### src/rtl/ro_puf_pkg.sv
// ro_puf_pkg: shared state encoding, default sizing and timer-width helper for the RO PUF controller
package ro_puf_pkg;
  typedef enum logic [1:0] {IDLE, SETTLE, MEASURE, COMPARE} state_t;
  localparam int N_RO_DEF       = 16;
  localparam int SETTLE_CYC_DEF = 8;
  localparam int WIN_CYC_DEF    = 1024;
  localparam int CNT_W_DEF      = 16;
  function automatic int tmr_width(input int cyc);
    return (cyc < 2) ? 1 : $clog2(cyc);
  endfunction
endpackage

### src/rtl/ro_puf_ctrl_edge_counter.sv
// ro_edge_counter: synchronizes one raw oscillator, detects rising edges and counts them with saturation
module ro_edge_counter #(
  parameter int CNT_W = 16
) (
  input  logic             clk,
  input  logic             rst,
  input  logic             raw,
  input  logic             clr,
  input  logic             cnt_en,
  output logic [CNT_W-1:0] cnt,
  output logic             sat
);
  logic [1:0]       sync_q, sync_d;
  logic             hist_q, hist_d;
  logic [CNT_W-1:0] cnt_q, cnt_d;
  always_comb begin
    sync_d = {sync_q[0], raw};
    hist_d = sync_q[1];
    cnt_d  = clr ? '0 : (cnt_en && sync_q[1] && !hist_q && !(&cnt_q)) ? cnt_q + 1'b1 : cnt_q;
  end
  always_ff @(posedge clk or posedge rst) begin
    if (rst) begin
      sync_q <= '0;
      hist_q <= 1'b0;
      cnt_q  <= '0;
    end else begin
      sync_q <= sync_d;
      hist_q <= hist_d;
      cnt_q  <= cnt_d;
    end
  end
  assign cnt = cnt_q;
  assign sat = &cnt_q;
endmodule

### src/rtl/ro_puf_ctrl.sv
// ro_puf_ctrl: challenge/response sequencer that enables two ring oscillators, counts their edges over a window and compares
module ro_puf_ctrl
  import ro_puf_pkg::*;
#(
  parameter int N_RO       = N_RO_DEF,
  parameter int SETTLE_CYC = SETTLE_CYC_DEF,
  parameter int WIN_CYC    = WIN_CYC_DEF,
  parameter int CNT_W      = CNT_W_DEF,
  localparam int SEL_W     = $clog2(N_RO)
) (
  input  logic             clk,
  input  logic             rst,
  input  logic             start,
  input  logic [SEL_W-1:0] chal_a,
  input  logic [SEL_W-1:0] chal_b,
  output logic             busy,
  output logic [N_RO-1:0]  ro_en,
  input  logic [N_RO-1:0]  ro_out,
  output logic             resp,
  output logic             resp_valid,
  output logic             tie,
  output logic             sat,
  output logic             err,
  output logic [CNT_W-1:0] cnt_a,
  output logic [CNT_W-1:0] cnt_b
);
  localparam int TMR_W = tmr_width(WIN_CYC > SETTLE_CYC ? WIN_CYC : SETTLE_CYC);
  localparam logic [SEL_W:0]   N_LIM       = (SEL_W+1)'(N_RO);
  localparam logic [TMR_W-1:0] SETTLE_LAST = TMR_W'(SETTLE_CYC - 1);
  localparam logic [TMR_W-1:0] WIN_LAST    = TMR_W'(WIN_CYC - 1);

  state_t           state_q, state_d;
  logic [TMR_W-1:0] tmr_q, tmr_d;
  logic [SEL_W-1:0] ca_q, ca_d, cb_q, cb_d;
  logic             busy_q, busy_d, resp_q, resp_d, resp_valid_q, resp_valid_d;
  logic             tie_q, tie_d, sat_q, sat_d, err_q, err_d;
  logic [N_RO-1:0]  ro_en_q, ro_en_d;
  logic [CNT_W-1:0] cnt_a_q, cnt_a_d, cnt_b_q, cnt_b_d;
  logic [CNT_W-1:0] ctr_a, ctr_b;
  logic             ctr_sat_a, ctr_sat_b, accept, legal, cmp;

  assign accept = (state_q == IDLE) && start;
  assign legal  = (chal_a != chal_b) && ({1'b0, chal_a} < N_LIM) && ({1'b0, chal_b} < N_LIM);
  assign cmp    = (state_q == COMPARE);

  ro_edge_counter #(.CNT_W(CNT_W)) u_cnt_a (
    .clk(clk), .rst(rst), .raw(ro_out[ca_q]), .clr(state_q == SETTLE),
    .cnt_en(state_q == MEASURE), .cnt(ctr_a), .sat(ctr_sat_a)
  );
  ro_edge_counter #(.CNT_W(CNT_W)) u_cnt_b (
    .clk(clk), .rst(rst), .raw(ro_out[cb_q]), .clr(state_q == SETTLE),
    .cnt_en(state_q == MEASURE), .cnt(ctr_b), .sat(ctr_sat_b)
  );

  always_ff @(posedge clk or posedge rst) begin
    if (rst) begin
      state_q      <= IDLE;
      tmr_q        <= '0;
      ca_q         <= '0;
      cb_q         <= '0;
      busy_q       <= 1'b0;
      ro_en_q      <= '0;
      resp_q       <= 1'b0;
      resp_valid_q <= 1'b0;
      tie_q        <= 1'b0;
      sat_q        <= 1'b0;
      err_q        <= 1'b0;
      cnt_a_q      <= '0;
      cnt_b_q      <= '0;
    end else begin
      state_q      <= state_d;
      tmr_q        <= tmr_d;
      ca_q         <= ca_d;
      cb_q         <= cb_d;
      busy_q       <= busy_d;
      ro_en_q      <= ro_en_d;
      resp_q       <= resp_d;
      resp_valid_q <= resp_valid_d;
      tie_q        <= tie_d;
      sat_q        <= sat_d;
      err_q        <= err_d;
      cnt_a_q      <= cnt_a_d;
      cnt_b_q      <= cnt_b_d;
    end
  end

  always_comb begin
    state_d = state_q;
    tmr_d   = tmr_q;
    case (state_q)
      IDLE: begin
        state_d = (accept && legal) ? SETTLE : IDLE;
        tmr_d   = '0;
      end
      SETTLE: begin
        state_d = (tmr_q == SETTLE_LAST) ? MEASURE : SETTLE;
        tmr_d   = (tmr_q == SETTLE_LAST) ? '0 : tmr_q + 1'b1;
      end
      MEASURE: begin
        state_d = (tmr_q == WIN_LAST) ? COMPARE : MEASURE;
        tmr_d   = (tmr_q == WIN_LAST) ? '0 : tmr_q + 1'b1;
      end
      default: state_d = IDLE;
    endcase
  end

  // The challenge is captured on every accepted start so err and the enables agree on the same indices
  always_comb begin
    ca_d         = accept ? chal_a : ca_q;
    cb_d         = accept ? chal_b : cb_q;
    busy_d       = (state_d != IDLE);
    ro_en_d      = (state_d == SETTLE || state_d == MEASURE) ? ((N_RO'(1) << ca_d) | (N_RO'(1) << cb_d)) : '0;
    err_d        = accept && !legal;
    resp_valid_d = cmp;
    resp_d       = cmp ? (ctr_a > ctr_b) : resp_q;
    tie_d        = cmp ? (ctr_a == ctr_b) : tie_q;
    sat_d        = cmp ? (ctr_sat_a || ctr_sat_b) : sat_q;
    cnt_a_d      = cmp ? ctr_a : cnt_a_q;
    cnt_b_d      = cmp ? ctr_b : cnt_b_q;
  end

  assign busy       = busy_q;
  assign ro_en      = ro_en_q;
  assign resp       = resp_q;
  assign resp_valid = resp_valid_q;
  assign tie        = tie_q;
  assign sat        = sat_q;
  assign err        = err_q;
  assign cnt_a      = cnt_a_q;
  assign cnt_b      = cnt_b_q;
endmodule

### config.mk
export PLATFORM = sky130hd
export DESIGN_NAME = ro_puf_ctrl
export DESIGN_NICKNAME = d
export VERILOG_FILES = /design/src/rtl/ro_puf_pkg.sv /design/src/rtl/ro_puf_ctrl_edge_counter.sv /design/src/rtl/ro_puf_ctrl.sv
export SDC_FILE = /design/constraint.sdc
export NUM_CORES = 1
export LEC_CHECK = 0
export CAP_MARGIN = 15
export CORE_ASPECT_RATIO = 0.75
export CORE_MARGIN = 2
export CORE_UTILIZATION = 30
export CTS_CLUSTER_DIAMETER = 30
export DETAILED_ROUTE_END_ITERATION = 6
export GPL_TIMING_DRIVEN = 0
export PLACE_DENSITY = 0.48
export SETUP_SLACK_MARGIN = 0.2
export SLEW_MARGIN = 20
export SYNTH_ARGS = -nofsm -noshare
export SYNTH_HDL_FRONTEND = slang
export SYNTH_SLANG_ARGS = --single-unit
### constraint.sdc
create_clock -name clk -period 4.9 [get_ports clk]
set_input_delay 0.98 -clock clk [delete_from_list [all_inputs] [get_ports clk]]
set_output_delay 0.98 -clock clk [all_outputs]
set_load 0.05 [all_outputs]
**After elaboration in Yosys (flattened, before gate mapping)**

Cells that the tools add are included.

- Register bits: 112
- Output and inout bits: 54

- Add/subtract/negate cells: 3
- $lt $le $gt $ge: 3
- Equal/unequal tests: 9
- Shift operators: 2
- Multiplexer cells: 18
- Bitwise operators: 1
- Reductions and logical operators: 23

Operators with widths:

| cell | count |
|---|---|
| $mux W16 | 5 |
| $add A16 B1 Y16 const B | 2 |
| $reduce_and A16 Y1 | 2 |
| $shl A1 B4 Y16 const A | 2 |
| $pmux W10 S3 | 1 |
| $mux W10 | 2 |
| $eq A16 B16 Y1 | 1 |
| $gt A16 B16 Y1 | 1 |
| $or A16 B16 Y16 | 1 |
| $add A10 B1 Y10 const B | 1 |
| $eq A10 B10 Y1 const B | 1 |
| $eq A10 B3 Y1 const B | 1 |
| $lt A4 B5 Y1 const B | 2 |
| $logic_and A1 B1 Y1 | 9 |
| $bmux W1 S4 | 2 |
| $mux W4 | 2 |
| $eq A2 B2 Y1 const B | 3 |
| $pmux W2 S3 | 1 |
| $reduce_bool A2 Y1 | 3 |
| $logic_not A1 Y1 | 5 |
| $eq A2 B1 Y1 const B | 2 |
| $mux W1 | 4 |
| $ne A4 B4 Y1 | 1 |
| $reduce_bool A3 Y1 | 1 |
| 3 further kinds | 4 |

**Logic depth before layout (Yosys ltp)**

Gate-level depths: netlist of the first run.

- Depth in word-level cells: 8
- Mapped depth: 8

**By module**

Synthesis of the first run repeated with hierarchy kept, for this count alone.

- Cells, all modules: 545
- Area total of the unflattened synthesis: 5836.8 um2

Modules (own cells, without submodules):

| module | times used | cells each | area each (um2) |
|---|---|---|---|
| ro_puf_ctrl | 1 | 335 | 3839.9 |
| ro_edge_counter | 2 | 105 | 998.5 |

**Least setup slack after synthesis of the first run**

OpenSTA, ideal clock, no wires.

- Kind: input -> register
- Start point: in chal_b[1]
- End point: reg ro_en_q[10], in the netlist ro_en[10]
- Setup time: 0.119 ns
- Arrival: 2.137 ns
- Required time: 4.781 ns
- Setup slack: 2.644 ns
- Stages on the path: 7
- Buffers on the path: 1
- Path through: xnor2_1 nand4_1 nand3_1 a31o_2 ha_1 clkbuf_1 and2_1

- Longest elaborated chain between the ends: 7

RTL lines:

| what | RTL line | text |
|---|---|---|
| start, declared | ro_puf_ctrl.sv:15 | `input logic [SEL_W-1:0] chal_b,` |
| $ne A4 B4 Y1 | ro_puf_ctrl.sv:43 | `assign legal = (chal_a != chal_b) && ({1'b0, chal_a} < N_LIM) && ({1'b0, chal_b} < N_LIM);` |
| $logic_and A1 B1 Y1 | ro_puf_ctrl.sv:92 | `state_d = (accept && legal) ? SETTLE : IDLE;` |
| $mux W1 | ro_puf_ctrl.sv:92 |  |
| $pmux W2 S3 | ro_puf_ctrl.sv:90 | `case (state_q)` |
| $eq A2 B1 Y1 / $eq A2 B2 Y1 (equally long branches) | ro_puf_ctrl.sv:112 | `ro_en_d = (state_d == SETTLE \|\| state_d == MEASURE) ? ((N_RO'(1) << ca_d) \| (N_RO'(1) << cb_d)) : '0;` |
| $logic_or A1 B1 Y1 | ro_puf_ctrl.sv:112 |  |
| $mux W16 (*) | ro_puf_ctrl.sv:112 |  |
| via ro_en_d[10] | ro_puf_ctrl.sv:37 | `logic [N_RO-1:0] ro_en_q, ro_en_d;` |
| end signal, assigned | ro_puf_ctrl.sv:76 | `ro_en_q <= ro_en_d;` |
| end, declared | ro_puf_ctrl.sv:37 |  |

Mark *: on every way through the listed nets, which the timed path passes. The rest lies on a longest branch.
A chain may end at the register's enable or synchronous reset.

**Final worst setup path of the first run**

- Start point: reg state_q[1]
- End point: reg ro_en_q[11], in the netlist ro_en[11]

- Longest elaborated chain between the ends: 8

RTL lines:

| what | RTL line | text |
|---|---|---|
| start, declared | ro_puf_ctrl.sv:32 | `state_t state_q, state_d;` |
| start signal, assigned | ro_puf_ctrl.sv:71 | `state_q <= state_d;` |
| $logic_not A2 Y1 | ro_puf_ctrl.sv:42, ro_puf_ctrl.sv:90 |  |
| $logic_and A1 B1 Y1 | ro_puf_ctrl.sv:42 | `assign accept = (state_q == IDLE) && start;` |
| $logic_and A1 B1 Y1 | ro_puf_ctrl.sv:92 |  |
| $mux W1 | ro_puf_ctrl.sv:92 |  |
| $pmux W2 S3 | ro_puf_ctrl.sv:90 |  |
| $eq A2 B1 Y1 / $eq A2 B2 Y1 (equally long branches) | ro_puf_ctrl.sv:112 |  |
| $logic_or A1 B1 Y1 | ro_puf_ctrl.sv:112 |  |
| $mux W16 (*) | ro_puf_ctrl.sv:112 |  |
| via ro_en_d[11] | ro_puf_ctrl.sv:37 |  |

Marked as above.

==> metrics.yaml, run 1 <==
global_route:
  grt_pass1_vias: 4274
  antenna_found_initial: 0
  grt.total_usage_pct: 14.19
  grt_first_pass_wirelength_um: 22120
  grt_max_degree: 66
  grt_overflow: 0
sta:
  rsz0062_at_grt: "false"
  worst_pin_slew_ns: 0.6959
  setup_violations: 0
  fin_crit_ns: 2.721
  relSlewSlack_pct: 53.61
  drv_slew: 0
  fin_skew_ns: 0.01168
  fin_crit_sh_pct: 55.53
  worst_slack_ns: 2.179
  hold_viol: 0
  whs_ns: 0.3552
  fmax_mhz: 367.5
setup_path:
  crit_path_max_fanout: 10
  worstPathRequired_ns: 5.15
  cp-end-kind: "flip-flop"
  startpoint_type: "flip-flop"
  critPathKind: "flip-flop to flip-flop"
  worst_ep_arrival_time_ns: 2.98
synthesis:
  synth_top_family_by_area: "simple AND/OR/NAND/NOR gates"
  synth_area_per_cell_um2: 10.98
  ys.flop_type: "dfrtp_1"
  yosys.area_share.adder_pct: 5.544
  async_reset_ff_share_pct: 100.0
  synth_xor_area_share_pct: 4.657
  synth_compound_area_share_pct: 8.095
  synth-seq-cells: 112
  syn_nets: 566
  yosysSeqAreaShare_pct: 49.68
  synth_warnings: 0
  yosys-top-cells-area: "dfrtp_1 50%, mux2_2 6.8%, ha_1 5.5%, mux4_2 4.0%, xnor2_1 3.9%"
  synth_top_area_share_pct: 49.68
  syn-cell-area_um2: 5642
  synth_edf_count: 0
  yosys.area_share.simple_pct: 16.15
  synthDistinctLibCells: 53
  synthCells: 514
  synthMuxAreaShare_pct: 12.73
  yosysTopAreaCell: "dfrtp_1"
cts:
  clk_pin_slew_ns: 0.08
  cts_resized: 0
  clk_latency_ns: 0.36
  cts_hold_buf: 0
  numClockSinks: 112
  cts_tree: "built"
  post_cts_buffers: 0
  cts_buffers: 9
  root_buffer: "clkbuf_16"
  cts_buffer_depth: 2
  ctsHtreeMaxLevel: 3
cells_and_area:
  final_core_util_pct: 38.41
  drive_gt1_share_pct: 11.62
  fin_nets: 658
  layout_commonest_cell: "dfrtp_1"
  syn2layout_area_growth_pct: 25.64
  stdcell_area_um2: 7088
  antenna_cells: 0
  final_cell_mix: "112 x dfrtp_1, 80 x clkdlybuf4s50_1, 43 x nand2_1"
  n_fill_cell: 1795
drt:
  vias: 4134
  drt_wl_total_um: 13310
  drc_errors: 0
  wl_per_cell_um: 15.51
  ant_nets: 0
  dr.pass1.iters: 4
  first_iter_violations: 350
  vias_per_cell: 4.818
floorplanning:
  die_w_um: 162.3
  dieArea_um2: 19930
  start_util_pct: 30.57
  die_y_um: 122.8
  core_um2: 18450
  rows: 43
  ioPinCount: 81
status:
  status: "finished, final reports clean"
min_path:
  hold_class: "flip-flop to flip-flop"
placement:
  pre_cts_ws_ns: 1.894
  io_buffers: 80
  placed_cell_area_um2: 6784
  gp_congestion: 0.8292
  hpwl_um: 10110
run:
  max_cap_viol_count: 0
power:
  p_leak_nw: 3.173
  p_per_area_nw_per_um2: 290.8
  power_mw: 2.061
  peakVddDrop_v: 0.0001803
## routing by layer
metal	wire length (um)	vias up	GRT usage, %
li1	-	2013	-
met1	6299	2008	19.22
met2	6202	102	22.90
met3	661	11	3.346
met4	146	0	3.927
met5	0	-	0
## per-stage QoR
step                      std cells  TNS (ns)
final                           858         0
after global routing            858         0
after CTS                       858         0
after detailed placement        842         0
after global placement          841    -77.29
after floorplan                 514         0
## layout make-up
cell class	count	area, um2	area share, %
clock inverters	6	65.06	0.9179
clock buffers	10	239.0	3.372
multi-input cells	355	2661	37.55
well taps	247	309.0	4.360
flip-flops and latches	112	2803	39.54
repair buffers	81	828.3	11.69
inverters	34	132.6	1.871
plain buffers	13	50.05	0.7061
## power breakdown
part | internal, mW | switching [mW] | leakage (nW)
Combinational | 0.120 | 0.134 | 1.52
Clock | 0.413 | 0.342 | 0.149
Sequential | 0.967 | 0.0855 | 1.50
## path summary, 6_finish.rpt
check / cells after the start / to / slack [ns] / start
worst max-delay path: 7 / ro_en[11] / 2.18 / state_q[1]
worst min-delay path: 0 / u_cnt_a.sync_q[1] / 0.36 / u_cnt_a.sync_q[0]
worst max register to register: 7 / ro_en[11] / 2.18 / state_q[1]
worst min register to register: 0 / u_cnt_a.sync_q[1] / 0.36 / u_cnt_a.sync_q[0]
max in group asynchronous: 3 / tmr_q[2] / 3.22 / rst
min in group asynchronous: 2 / cnt_b[7] / 1.02 / rst
## cell families (layout without fill, tap and decap cells)
| group | Yosys count | in the layout |
|---|---|---|
| buf+inv | 47 | 144 |
| flops | 112 | 112 |
| compound gates | 68 | 68 |
| fa+ha+maj | 25 | 25 |
| simple gates | 177 | 177 |
| xor+xnor | 30 | 30 |
| mux | 55 | 55 |
## cells in the mapped netlist, drive strengths merged (2+ instances only)
master     n
dfrtp    112
nand2     43
nor2      38
inv       34
mux2      34
ha        25
xnor2     25
and2      18
o22ai     16
a21oi     14
nor3      14
nand3     13
nand4     13
clkbuf    11
mux2i     11
mux4      10
nor4      10
and3       9
o21ai      9
xor2       5
a211oi     4
o21bai     4
or3        4
a21boi     3
nor2b      3
or2        3
a211o      2
a21o       2
a22o       2
a22oi      2
a2bb2oi    2
and3b      2
buf        2
nor3b      2
o2bb2ai    2
or4        2
## registers in the layout (all words and copies together) (netlist names)
| signal | cells |
|---|---|
| tie | 1 |
| u_cnt_b.hist_q | 1 |
| ro_en | 16 |
| u_cnt_a.sync_q | 2 |
| state_q | 2 |
| tmr_q | 10 |
| resp_valid | 1 |
| u_cnt_b.cnt | 16 |
| u_cnt_b.sync_q | 2 |
| cb_q | 4 |
| ca_q | 4 |
| err | 1 |
| cnt_b | 16 |
| u_cnt_a.hist_q | 1 |
| busy | 1 |
| u_cnt_a.cnt | 16 |
| cnt_a | 16 |
| resp | 1 |
| sat | 1 |
## critical path, stage by stage, from the launching register on
cell      delay, ns
dfrtp_1        0.41
ha_1           0.34
clkbuf_1       0.49
buf_1          0.50
a31o_2         0.20
ha_1           0.30
clkbuf_1       0.20
and2_1         0.18
(Power assumes the default switching activity.)
==> run 2, diff against run 1 <==
- clock period: 4.9 -> 2.8 ns (I/O delays scaled with it)
==> run 2 against run 1 <==
Net effect:
- sequential cell count unchanged
- register-to-register slack worse by 1.8 ns
- cell area up 0.30%
- first-iteration DRC count shrank 17%
- via count up 1.8%
- sequential share of layout area is 0.12 points lower
- clock-buffer cell count rose by 1
- largest cell class unchanged
- largest power group unchanged
==> metrics.yaml, run 2 (synthesis results as in run 1) <==
status:
  status: "finished, final reports clean"
drt:
  vias_per_cell: 4.894  # +1.6%
  ant_nets: 0  # unchanged
  vias: 4209  # +1.8%
  drc_errors: 0  # unchanged
  first_iter_violations: 291  # -17%
  wl_per_cell_um: 15.38  # -0.87%
  drt_wl_total_um: 13230  # -0.64%
  dr.pass1.iters: 5  # +1
placement:
  placed_cell_area_um2: 6815  # +0.46%
  pre_cts_ws_ns: -0.02373  # -1.918 ns
  dp_cells: 844  # +0.24%
  io_buffers: 80  # unchanged
  hpwl_um: 10010  # -0.99%
  gp_congestion: 0.8222  # -0.84%
setup_path:
  rrSetupSlack_ns: 0.42  # -1.76 ns
  cp-end-kind: "flip-flop"
  worstPathRequired_ns: 3.10  # -2.05 ns
  critPathKind: "flip-flop to flip-flop"
  r2r-start: "state_q[0]"
  crit_path_max_fanout: 10  # unchanged
  startpoint_type: "flip-flop"
  r2r_cells: 7  # unchanged
  r2r_end: "ro_en[8]"
  worst_ep_arrival_time_ns: 2.68  # -0.30 ns
global_route:
  antenna_found_initial: 0  # unchanged
  grt_overflow: 0  # unchanged
  grt_pass1_vias: 4301  # +0.63%
  grt_first_pass_wirelength_um: 22210  # +0.41%
  grt.total_usage_pct: 14.25  # +0.063 points
  grt_max_degree: 36  # -45%
power:
  p_leak_nw: 3.186  # +0.39%
  seq_power_share_pct: 51.8  # +0.7 points
  swShare_pct: 27.65  # +0.40 points
  p_clk_share_pct: 35.6  # -1.0 points
  p_int_mw: 2.565  # +71%
  p_per_area_nw_per_um2: 498.6  # +71%
  p_comb_share_pct: 12.6  # +0.3 points
  peakVddDrop_v: 0.0002512  # +39%
  power.switching_uw: 980.1  # +74%
sta:
  fin_crit_ns: 2.382  # -0.3392 ns
  worst_pin_slew_ns: 0.7241  # +0.02819 ns
  relSlewSlack_pct: 51.73  # -1.9 points
  rsz0062_at_grt: "false"
  setup_violations: 0  # unchanged
  fin_skew_ns: 0.008993  # -0.002688 ns
  fin_crit_sh_pct: 85.07  # +30 points
  fmax_mhz: 419.8  # +14%
  drv_slew: 0  # unchanged
  whs_ns: 0.3745  # +0.01937 ns
  worst_slack_ns: 0.4181  # -1.761 ns
  hold_viol: 0  # unchanged
cells_and_area:
  layout_commonest_cell: "dfrtp_1"
  stdcell_area_um2: 7109  # +0.30%
  drive_gt1_share_pct: 12.23  # +0.61 points
  n_fill_cell: 1801  # +0.33%
  final_cells: 860  # +0.23%
  final_core_util_pct: 38.52  # +0.12 points
  final_cell_mix: "112 x dfrtp_1, 80 x clkdlybuf4s50_1, 43 x nand2_1"
  antenna_cells: 0  # unchanged
  syn2layout_area_growth_pct: 26.01
  fin_nets: 660  # +0.30%
cts:
  root_buffer: "clkbuf_16"
  cts_buffers: 9  # unchanged
  numClockSinks: 112  # unchanged
  cts_tree: "built"
  post_cts_buffers: 0  # unchanged
  cts_resized: 2  # +2
  clk_pin_slew_ns: 0.08  # about the same
  cts_hold_buf: 0  # unchanged
  ctsHtreeMaxLevel: 3  # unchanged
  cts_buffer_depth: 2  # unchanged
  clk_latency_ns: 0.36  # about the same
floorplanning:
  rows: 43  # unchanged
  start_util_pct: 30.57  # unchanged
  dieArea_um2: 19930  # unchanged
  core_um2: 18450  # unchanged
  ioPinCount: 81  # unchanged
  die_y_um: 122.8  # unchanged
  die_w_um: 162.3  # unchanged
min_path:
  holdPathStages: 0  # unchanged
  hold_class: "flip-flop to flip-flop"
  holdPathEnd: "u_cnt_b.sync_q[1]"
  hold_path.startpoint: "u_cnt_b.sync_q[0]"
run:
  max_cap_viol_count: 0  # unchanged
[run 2: cell count changes in the layout (fill, tap and decap cells not counted)]
cell	change
buf_1	-1
buf_12	+3
buf_16	-1
buf_2	+1
bufinv_16	-1
clkbuf_1	-1
clkbuf_2	+1
clkbuf_8	+1
clkinv_2	-1
clkinv_4	+1
clkinvlp_4	+1
inv_6	-1
[run 2: critical path, cell delays in order, from the launching register on]
cell and delay, ns:
dfrtp_1 0.42, ha_1 0.33, clkbuf_2 0.27, buf_2 0.26, a31o_2 0.25, ha_1 0.36, clkbuf_1 0.26, and2_1 0.18
[run 2: per-stage QoR]
stage | setup TNS (ns) | power [mW]
floorplan | 0 | 2.127
global placement | -21.17 | 2.301
detailed placement | -0.1686 | 2.317
CTS | 0 | 3.615
global route | 0 | 3.768
finish | 0 | 3.545
[run 2: worst max path at each step]
stage	from	endpoint	slack (ns)	depth (start not counted)
floorplan	state_q[0]	ro_en[10]	0.74	7
global placement	rst	cnt_b[4]	-0.20	2
detailed placement	state_q[1]	ro_en[6]	-0.02	7
CTS	state_q[0]	ro_en[9]	0.36	7
global route	state_q[1]	ro_en[6]	0.21	7
finish	state_q[0]	ro_en[8]	0.42	7
[run 2: power by group through the flow]
stage                     Combinational [mW]  Clock [mW]  Sequential [mW]
after floorplan                        0.316           0             1.81
after detailed placement               0.445           0             1.87
after global placement                 0.429           0             1.87
final                                  0.445        1.26             1.84
after global routing                   0.533        1.38             1.86
after CTS                              0.449        1.33             1.84
[run 2: final cells by class]
type	instances	area [um2]	share of cell area, %
timing repair buffer	83	860.8	12.11
clock inverter	5	38.79	0.5456
tap	247	309.0	4.347
multi-input combinational	355	2661	37.43
sequential	112	2803	39.42
buffer	13	52.55	0.7392
inverter	34	131.4	1.848
clock buffer	11	252.7	3.555
[run 2: metal layers]
layer  GRT usage [%]  routed length, um  vias to the layer above
met5               0                  0                        -
li1                -                  -                     2026
met2           22.42               6089                      113
met3           3.650                652                       12
met1           19.35               6295                     2058
met4           4.535                188                        0
==> run 3, diff against run 2 <==
- MAX_ROUTING_LAYER: default -> met4
==> run 3 against run 2 <==
Net effect:
- hold slack improved by 0.00063 ns
- utilization did not move
- sequential share of layout area is the same
- final cell count did not move
- largest power group unchanged
- global-route usage is 0.44 points higher
- routed wire length fell by 0.29%
- worst setup slack about the same
- via count rose by 0.12%
- register-to-register slack barely moved
- critical path depth stayed put
==> metrics.yaml, run 3 (synthesis results as in run 1) <==
floorplanning:
  start_util_pct: 30.57  # unchanged
  die_y_um: 122.8  # unchanged
  rows: 43  # unchanged
  ioPinCount: 81  # unchanged
  dieArea_um2: 19930  # unchanged
  core_um2: 18450  # unchanged
  die_w_um: 162.3  # unchanged
cells_and_area:
  layout_commonest_cell: "dfrtp_1"
  n_fill_cell: 1801  # unchanged
  seq_area_um2: 2803  # unchanged
  syn2layout_area_growth_pct: 26.01  # unchanged
  fin_nets: 660  # unchanged
  final_cells: 860  # unchanged
  final_cell_mix: "112 x dfrtp_1, 80 x clkdlybuf4s50_1, 43 x nand2_1"
  antenna_cells: 0  # unchanged
  drive_gt1_share_pct: 12.23  # unchanged
  multi_input_area_um2: 2661  # unchanged
drt:
  ant_nets: 0  # unchanged
  vias: 4214  # +0.12%
  drc_errors: 0  # unchanged
  dr.pass1.iters: 5  # unchanged
  first_iter_violations: 289  # -0.69%
  wl_per_cell_um: 15.33  # -0.29%
  vias_per_cell: 4.900  # +0.12%
  drt_wl_total_um: 13190  # -0.29%
cts:
  cts_resized: 2  # unchanged
  post_cts_buffers: 0  # unchanged
  clk_latency_ns: 0.36  # about the same
  cts_buffers: 9  # unchanged
  cts_hold_buf: 0  # unchanged
  cts_tree: "built"
  clk_pin_slew_ns: 0.08  # about the same
  root_buffer: "clkbuf_16"
  numClockSinks: 112  # unchanged
  cts_buffer_depth: 2  # unchanged
  ctsHtreeMaxLevel: 3  # unchanged
sta:
  hold_viol: 0  # unchanged
  rsz0062_at_grt: "false"
  drv_slew: 0  # unchanged
  fin_skew_ns: 0.008925  # -0.00006731 ns
  setup_violations: 0  # unchanged
  fmax_mhz: 419.9  # about the same
  fin_crit_sh_pct: 85.05  # about the same
  relSlewSlack_pct: 51.77  # about the same
  worst_pin_slew_ns: 0.7234  # -0.0006775 ns
  fin_crit_ns: 2.381  # -0.0004580 ns
  whs_ns: 0.3752  # +0.0006310 ns
status:
  status: "finished, final reports clean"
setup_path:
  crit_end: "ro_en[8]"
  worst_ep_arrival_time_ns: 2.68  # about the same
  crit_path_max_fanout: 10  # unchanged
  r2r_end: "ro_en[8]"
  rrSetupSlack_ns: 0.42  # about the same
  startpoint: "state_q[0]"
  cp-end-kind: "flip-flop"
  r2r-start: "state_q[0]"
  startpoint_type: "flip-flop"
  r2r_cells: 7  # unchanged
  critPathKind: "flip-flop to flip-flop"
  worstPathRequired_ns: 3.10  # about the same
global_route:
  antenna_found_initial: 0  # unchanged
  grt.total_usage_pct: 14.68  # +0.44 points
  grt_first_pass_wirelength_um: 22220  # about the same
  grt_overflow: 0  # unchanged
  grt_max_degree: 36  # unchanged
  grt_pass1_vias: 4304  # +0.070%
power:
  p_per_area_nw_per_um2: 498.2  # about the same
  p_leak_nw: 3.186  # unchanged
  peakVddDrop_v: 0.0002503  # -0.38%
run:
  max_cap_viol_count: 0  # unchanged
min_path:
  holdPathStages: 0  # unchanged
  hold_class: "flip-flop to flip-flop"
placement:
  dp_cells: 844  # unchanged
  gp_congestion: 0.8345  # +1.5%
  io_buffers: 80  # unchanged
  hpwl_um: 10010  # unchanged
==> run 3: cell counts in the layout (fill, tap and decap cells not counted) <==
Identical to the previous run, type by type.
==> run 3: critical path: stages, from the launching register on <==
cell and delay (ns):
dfrtp_1 0.42, ha_1 0.33, clkbuf_2 0.27, buf_2 0.26, a31o_2 0.25, ha_1 0.36, clkbuf_1 0.26, and2_1 0.18
==> run 3: metal layers <==
metal	vias up	part of all wire [%]	global-route usage, %
li1	2021	-	-
met1	2062	47	19.46
met2	116	46	22.42
met3	15	5.0	3.515
met4	0	1.8	4.535
met5	-	0	-
==> run 3: metrics by stage <==
stage / util [%] / setup slack (ns) / instance area [um2] / setup TNS, ns / power, mW
final: 38.52 / 0.4186 / 7109 / 0 / 3.542
after global routing: 38.52 / 0.2120 / 7109 / 0 / 3.768
after CTS: 38.52 / 0.3557 / 7109 / 0 / 3.615
after detailed placement: 36.93 / -0.02373 / 6815 / -0.1686 / 2.317
after global placement: 36.61 / -0.1970 / 6755 / -21.17 / 2.301
after floorplan: - / 0.7406 / 5645 / 0 / 2.127
==> run 3: worst min path at each step <==
| stage | endpoint | from | slack [ns] |
|---|---|---|---|
| final | u_cnt_b.sync_q[1] | u_cnt_b.sync_q[0] | 0.38 |
| after global routing | u_cnt_b.sync_q[1] | u_cnt_b.sync_q[0] | 0.39 |
| after CTS | u_cnt_b.sync_q[1] | u_cnt_b.sync_q[0] | 0.38 |
| after detailed placement | u_cnt_b.sync_q[1] | u_cnt_b.sync_q[0] | 0.37 |
| after global placement | u_cnt_b.sync_q[1] | u_cnt_b.sync_q[0] | 0.34 |
| after floorplan | u_cnt_a.sync_q[1] | u_cnt_a.sync_q[0] | 0.33 |
==> run 3: layout make-up <==
cell class	instances	share of cell area (%)
flip-flops and latches	112	39.42
inverters	34	1.848
multi-input cells	355	37.43
well taps	247	4.347
repair buffers	83	12.11
clock inverters	5	0.5456
plain buffers	13	0.7392
clock buffers	11	3.555
==> run 3: where the power goes <==
part / switching [mW] / internal (mW) / total [mW]
combinational: 0.232 / 0.212 / 0.444
clock: 0.600 / 0.660 / 1.26
sequential: 0.146 / 1.69 / 1.84
